===== src/rtl/turn_pkg.sv =====
// Shared types and width helpers for the turn scheduler.
// The optional strike/forfeit logic is enabled by defining TURN_CTRL_STRIKE_EN.
package turn_pkg;

    typedef enum logic [2:0] {
        IDLE,
        ARM,
        RUN,
        SWITCH,
        DONE
    } turn_state_e;

    localparam int DEF_NUM_PLAYERS   = 2;
    localparam int DEF_TIMEOUT_TICKS = 15;
    localparam int DEF_MAX_STRIKES   = 3;

    // Player index width; a single-bit index is kept even for degenerate sizes.
    function automatic int playerWidth(input int numPlayers);
        return (numPlayers < 2) ? 1 : $clog2(numPlayers);
    endfunction

    // Width needed to hold 0..maxValue inclusive.
    function automatic int timeWidth(input int maxValue);
        return (maxValue < 1) ? 1 : $clog2(maxValue + 1);
    endfunction

endpackage


===== src/rtl/turn_timer.sv =====
// Loadable turn-timeout down-counter that saturates at zero.
// Used by turn_ctrl; unaffected by TURN_CTRL_STRIKE_EN.
module turn_timer
    import turn_pkg::*;
#(
    parameter int LOAD_VALUE = DEF_TIMEOUT_TICKS,
    parameter int WIDTH      = timeWidth(DEF_TIMEOUT_TICKS)
) (
    input  logic             clk_i,
    input  logic             rst_i,
    input  logic             load_i,
    input  logic             tick_i,
    output logic             zero_o,
    output logic [WIDTH-1:0] count_o
);

    logic [WIDTH-1:0] count_q;
    logic [WIDTH-1:0] count_d;

    always_comb begin
        count_d = count_q;
        if (load_i) begin
            count_d = WIDTH'(LOAD_VALUE);
        end else if (tick_i && (count_q != '0)) begin
            count_d = count_q - WIDTH'(1);
        end
    end

    always_ff @(posedge clk_i) begin
        if (rst_i) begin
            count_q <= '0;
        end else begin
            count_q <= count_d;
        end
    end

    assign zero_o  = (count_q == '0);
    assign count_o = count_q;

endmodule


===== src/rtl/turn_ctrl.sv =====
// Round-robin turn scheduler sharing one timeout counter between all players.
// Define TURN_CTRL_STRIKE_EN to enable per-player strike counting and forfeit.
module turn_ctrl
    import turn_pkg::*;
#(
    parameter  int NUM_PLAYERS   = DEF_NUM_PLAYERS,
    parameter  int TIMEOUT_TICKS = DEF_TIMEOUT_TICKS,
    parameter  int MAX_STRIKES   = DEF_MAX_STRIKES,
    localparam int PW            = playerWidth(NUM_PLAYERS),
    localparam int TW            = timeWidth(TIMEOUT_TICKS)
) (
    input  logic          clk_i,
    input  logic          rst_i,
    input  logic          start_i,
    input  logic          tick_i,
    input  logic          move_done_i,
    input  logic          game_over_i,
    output logic [PW-1:0] turn_player_o,
    output logic          turn_active_o,
    output logic [TW-1:0] time_left_o,
    output logic          timeout_pulse_o,
    output logic          forfeit_o
);

    turn_state_e   state_q, state_d;
    logic [PW-1:0] turnPlayer_q, turnPlayer_d;
    logic          turnActive_q, turnActive_d;
    logic          timeoutPulse_q, timeoutPulse_d;
    logic          timerLoad;
    logic          timerDec;
    logic          timerZero;

`ifdef TURN_CTRL_STRIKE_EN
    localparam int SW = timeWidth(MAX_STRIKES);
    logic [SW-1:0] strikes_q [NUM_PLAYERS];
    logic [SW-1:0] strikes_d [NUM_PLAYERS];
    logic          forfeit_q, forfeit_d;
`endif

    turn_timer #(
        .LOAD_VALUE (TIMEOUT_TICKS),
        .WIDTH      (TW)
    ) u_timer (
        .clk_i   (clk_i),
        .rst_i   (rst_i),
        .load_i  (timerLoad),
        .tick_i  (timerDec),
        .zero_o  (timerZero),
        .count_o (time_left_o)
    );

    always_comb begin
        state_d        = state_q;
        turnPlayer_d   = turnPlayer_q;
        timeoutPulse_d = 1'b0;
        timerLoad      = 1'b0;
        timerDec       = 1'b0;
`ifdef TURN_CTRL_STRIKE_EN
        forfeit_d = forfeit_q;
        strikes_d = strikes_q;
`endif

        unique case (state_q)
            IDLE: begin
                if (start_i) begin
                    state_d      = ARM;
                    turnPlayer_d = '0;
                end
            end

            ARM: begin
                if (game_over_i) begin
                    state_d = DONE;
                end else begin
                    timerLoad = 1'b1;
                    state_d   = RUN;
                end
            end

            // game_over beats a move, and a move beats a timeout on the same tick.
            RUN: begin
                if (game_over_i) begin
                    state_d = DONE;
                end else if (move_done_i) begin
                    state_d = SWITCH;
`ifdef TURN_CTRL_STRIKE_EN
                    strikes_d[turnPlayer_q] = '0;
`endif
                end else if (tick_i && timerZero) begin
                    timeoutPulse_d = 1'b1;
`ifdef TURN_CTRL_STRIKE_EN
                    if (strikes_q[turnPlayer_q] == SW'(MAX_STRIKES - 1)) begin
                        strikes_d[turnPlayer_q] = SW'(MAX_STRIKES);
                        forfeit_d               = 1'b1;
                        state_d                 = DONE;
                    end else begin
                        strikes_d[turnPlayer_q] = strikes_q[turnPlayer_q] + SW'(1);
                        state_d                 = SWITCH;
                    end
`else
                    state_d = SWITCH;
`endif
                end else if (tick_i) begin
                    timerDec = 1'b1;
                end
            end

            SWITCH: begin
                if (game_over_i) begin
                    state_d = DONE;
                end else begin
                    state_d = ARM;
                    if (turnPlayer_q == PW'(NUM_PLAYERS - 1)) begin
                        turnPlayer_d = '0;
                    end else begin
                        turnPlayer_d = turnPlayer_q + PW'(1);
                    end
                end
            end

            DONE: begin
                if (start_i) begin
                    state_d      = ARM;
                    turnPlayer_d = '0;
`ifdef TURN_CTRL_STRIKE_EN
                    forfeit_d = 1'b0;
                    for (int i = 0; i < NUM_PLAYERS; i++) begin
                        strikes_d[i] = '0;
                    end
`endif
                end
            end

            default: begin
                state_d = IDLE;
            end
        endcase

        turnActive_d = (state_d == RUN);
    end

    always_ff @(posedge clk_i) begin
        if (rst_i) begin
            state_q        <= IDLE;
            turnPlayer_q   <= '0;
            turnActive_q   <= 1'b0;
            timeoutPulse_q <= 1'b0;
`ifdef TURN_CTRL_STRIKE_EN
            forfeit_q <= 1'b0;
            for (int i = 0; i < NUM_PLAYERS; i++) begin
                strikes_q[i] <= '0;
            end
`endif
        end else begin
            state_q        <= state_d;
            turnPlayer_q   <= turnPlayer_d;
            turnActive_q   <= turnActive_d;
            timeoutPulse_q <= timeoutPulse_d;
`ifdef TURN_CTRL_STRIKE_EN
            forfeit_q <= forfeit_d;
            strikes_q <= strikes_d;
`endif
        end
    end

    assign turn_player_o   = turnPlayer_q;
    assign turn_active_o   = turnActive_q;
    assign timeout_pulse_o = timeoutPulse_q;

`ifdef TURN_CTRL_STRIKE_EN
    assign forfeit_o = forfeit_q;
`else
    assign forfeit_o = 1'b0;
`endif

endmodule


===== config.mk =====
export PLATFORM = sky130hd
export DESIGN_NAME = turn_ctrl
export DESIGN_NICKNAME = d
export VERILOG_FILES = /design/src/rtl/turn_pkg.sv /design/src/rtl/turn_timer.sv /design/src/rtl/turn_ctrl.sv
export SDC_FILE = /design/constraint.sdc
export NUM_CORES = 1
export LEC_CHECK = 0
export ABC_AREA = 1
export CORE_AREA = 2 2 39 41
export DETAILED_ROUTE_END_ITERATION = 7
export DIE_AREA = 0 0 41 43
export DONT_BUFFER_PORTS = 1
export GPL_ROUTABILITY_DRIVEN = 1
export SKIP_LAST_GASP = 1
export SYNTH_ARGS = -nofsm -noshare
export SYNTH_HDL_FRONTEND = slang
export SYNTH_SLANG_ARGS = --single-unit

===== constraint.sdc =====
create_clock -name clk_i -period 2.73 [get_ports clk_i]
set_input_delay 0.273 -clock clk_i [delete_from_list [all_inputs] [get_ports clk_i]]
set_output_delay 0.273 -clock clk_i [all_outputs]
set_load 0.05 [all_outputs]

==> results.ini <==
[synth]
ys_seq_area_share_pct = 35.71
synth_nets = 87
synth_top_area_share_pct = 35.71
syn_inst = 79
synth.avg_cell_area_um2 = 7.095
synth_cell_type_count = 22
synth_edf_count = 0
yosysTopAreaCell = dfxtp_1
synth_warnings = 0
ys_ff_latch = 10
async_flop_share_pct = 0
netlist_top_cells_area = dfxtp_1 36%, nand2_1 10%, nand3_1 8.9%, inv_1 8.0%, a21oi_1 4.5%
synthesis.area_um2 = 560.5
synth_ff_type = dfxtp_1

[cts]
cts_made_buffers = 3
clkTransAtPathRegs_ns = 0.06
ctsHoldBuffers = 0
clock-sinks = 10
postCtsSetupBuffers = 0
post_cts_resized = 0
tritoncts = yes
h-tree-depth = 1
clockRootBuffer = clkbuf_4
clk_path_buf_depth = 2
clk_latency_ns = 0.26

[setup_path]
cp-start-kind = flip-flop
critPathRequiredTime_ns = 2.92
cpPeakStageDelay_ns = 0.68
path_buf_inv = 1
r2r_cells = 7
cp_max_fo = 5
cp_slowest_cell = dfxtp_1
end_kind = flip-flop
crit_arrival_ns = 1.91
crit_chain = inv_1 -> ha_1 -> a21oi_2 -> nand2_2 -> nand2_2 -> nand2_1 -> a21oi_1
critPathMostFrequentCell = nand2_2
path_class = reg2reg
cp.depth = 7
crit_family = flip-flops

[global_routing]
grt_start_max_net_pins = 10
grt_pass1_wl_um = 1587
antenna_found_initial = 0
grtUsageTotal_pct = 14.10
grt_overflow = 0
first_global_vias = 398

[sta]
timing.fmax_ghz = 0.5794
slew_headroom_pct = 56.89
finClkSkew_ns = 0.008599
tightest_slew_ns = 0.6458
fin_crit_sh_pct = 63.22
setup_viol = 0
grt_setup_unrepaired = false
setup-tns-final_ns = 0
hold_slack_ns = 0.06864
period_needed_ns = 1.726
slew_viol_final = 0
hold_viol = 0

[layout]
nets = 92
antenna_cells = 0
final_cell_mix = 15 x nand2_1, 12 x inv_1, 10 x nand3_1, 10 x dfxtp_1, 6 x nor2_1
area_growth_pct = 7.589
layout_commonest_cell = nand2_1
final_layout_size_suffix_gt1_share_pct = 18.29

[power_and_ir_drop]
p_clk_share_pct = 29.3
power.switching_w = 0.0001067
power_density_mw_per_mm2 = 551.4
p_sw_share_pct = 32.08
p_leak_nw = 0.2695
intPower_w = 0.0002258
p_seq_share_pct = 53.2
pwr-share-comb_pct = 17.5
ir_worst_vdd_v = 0.0002564

[worst_hold_path]
hold_path.class = in2reg
worstHoldPathCells = 1

[place]
hpwl_um = 815.1
gp_congestion = 0.7142
port_buffers = 0

[floorplanning]
dieWidth_um = 41
initial_core_util_pct = 40.51
ioPinCount = 14
dieArea_mm2 = 0.001763
die_h_um = 43
num_rows = 14
core_area_mm2 = 0.001384

[drt]
avgViaCountPerCell = 4.806
drc = 0
dr_total_vias = 471
drt-initial-drc-count = 9
drt_pass1_iterations = 4
post_drt_wl_per_cell_um = 10.41
wl_um = 1020
ant_nets = 0

[run]
maxCapViolations = 0

[run_status]
status = completed

## stage by stage
step / setup WS (ns) / cell area (um^2) / util [%] / power [W] / std cells
4_1_cts: 0.9902 / 603.1 / 43.58 / 0.0003397 / 98
2_1_floorplan: 1.103 / 560.5 / - / 0.0002298 / 79
3_3_place_gp: 1.018 / 580.6 / 41.95 / 0.0002384 / 95
6_report: 1.004 / 603.1 / 43.58 / 0.0003325 / 98
5_1_grt: 0.8682 / 603.1 / 43.58 / 0.0003517 / 98
3_5_place_dp: 0.9968 / 580.6 / 41.95 / 0.0002383 / 95
## synth_stat cells (2+ instances only)
cell type and number:
a21oi_1 5, inv_1 12, nand3_1 10, dfxtp_1 10, nand2_1 15, nor2_1 6, inv_2 3, nand2_2 3
ha_1 2
## sequential cells by signal, indices dropped and copies added (netlist names)
signal / cells
state_q: 3
timeout_pulse_o: 1
turn_active_o: 1
turn_player_o: 1
u_timer.count_o: 4
## routing by layer
metal	wire length, um	up-vias	global-route usage, %
met5	0	-	0
met4	25	0	12.00
met3	39	4	3.665
met2	492	7	18.44
met1	463	203	18.18
li1	-	257	-
## cell families after synthesis
kind of cell / after synthesis / synth area share (%)
adders and majority gates: 2 / 4.464
xor gates and xnor gates: 1 / 1.563
buffers and inverters: 16 / 11.38
AOI/OAI and AO/OA: 9 / 8.927
other: 1 / 0.6690
and+or+nand+nor: 40 / 37.28
DFF: 10 / 35.71
## power by group through the flow
stage,registers (W),logic (W),clock network [W]
detailed placement,0.000180,0.0000580,0
finish,0.000177,0.0000582,0.0000974
CTS,0.000177,0.0000585,0.000104
global placement,0.000180,0.0000584,0
floorplan,0.000182,0.0000479,0
global route,0.000178,0.0000662,0.000108
## layout make-up
type / instances / area [um^2]
clock buffers: 3 / 22.52
inverters: 15 / 56.30
flip-flops and latches: 10 / 200.2
fillers: 148 / 780.7
well taps: 16 / 20.02
multi-input cells: 53 / 296.5
repair buffers: 1 / 7.507
## worst paths after layout
path	start	end	slack, ns
max reg2reg	u_timer.count_o[0]$_SDFFE_PP0P_	u_timer.count_o[2]$_SDFFE_PP0P_	1.00
max	u_timer.count_o[0]$_SDFFE_PP0P_	u_timer.count_o[2]$_SDFFE_PP0P_	1.00
min	rst_i	state_q[2]$_SDFF_PP0_	0.07
min reg2reg	state_q[2]$_SDFF_PP0_	state_q[2]$_SDFF_PP0_	0.49
(Power assumes the default switching activity.)
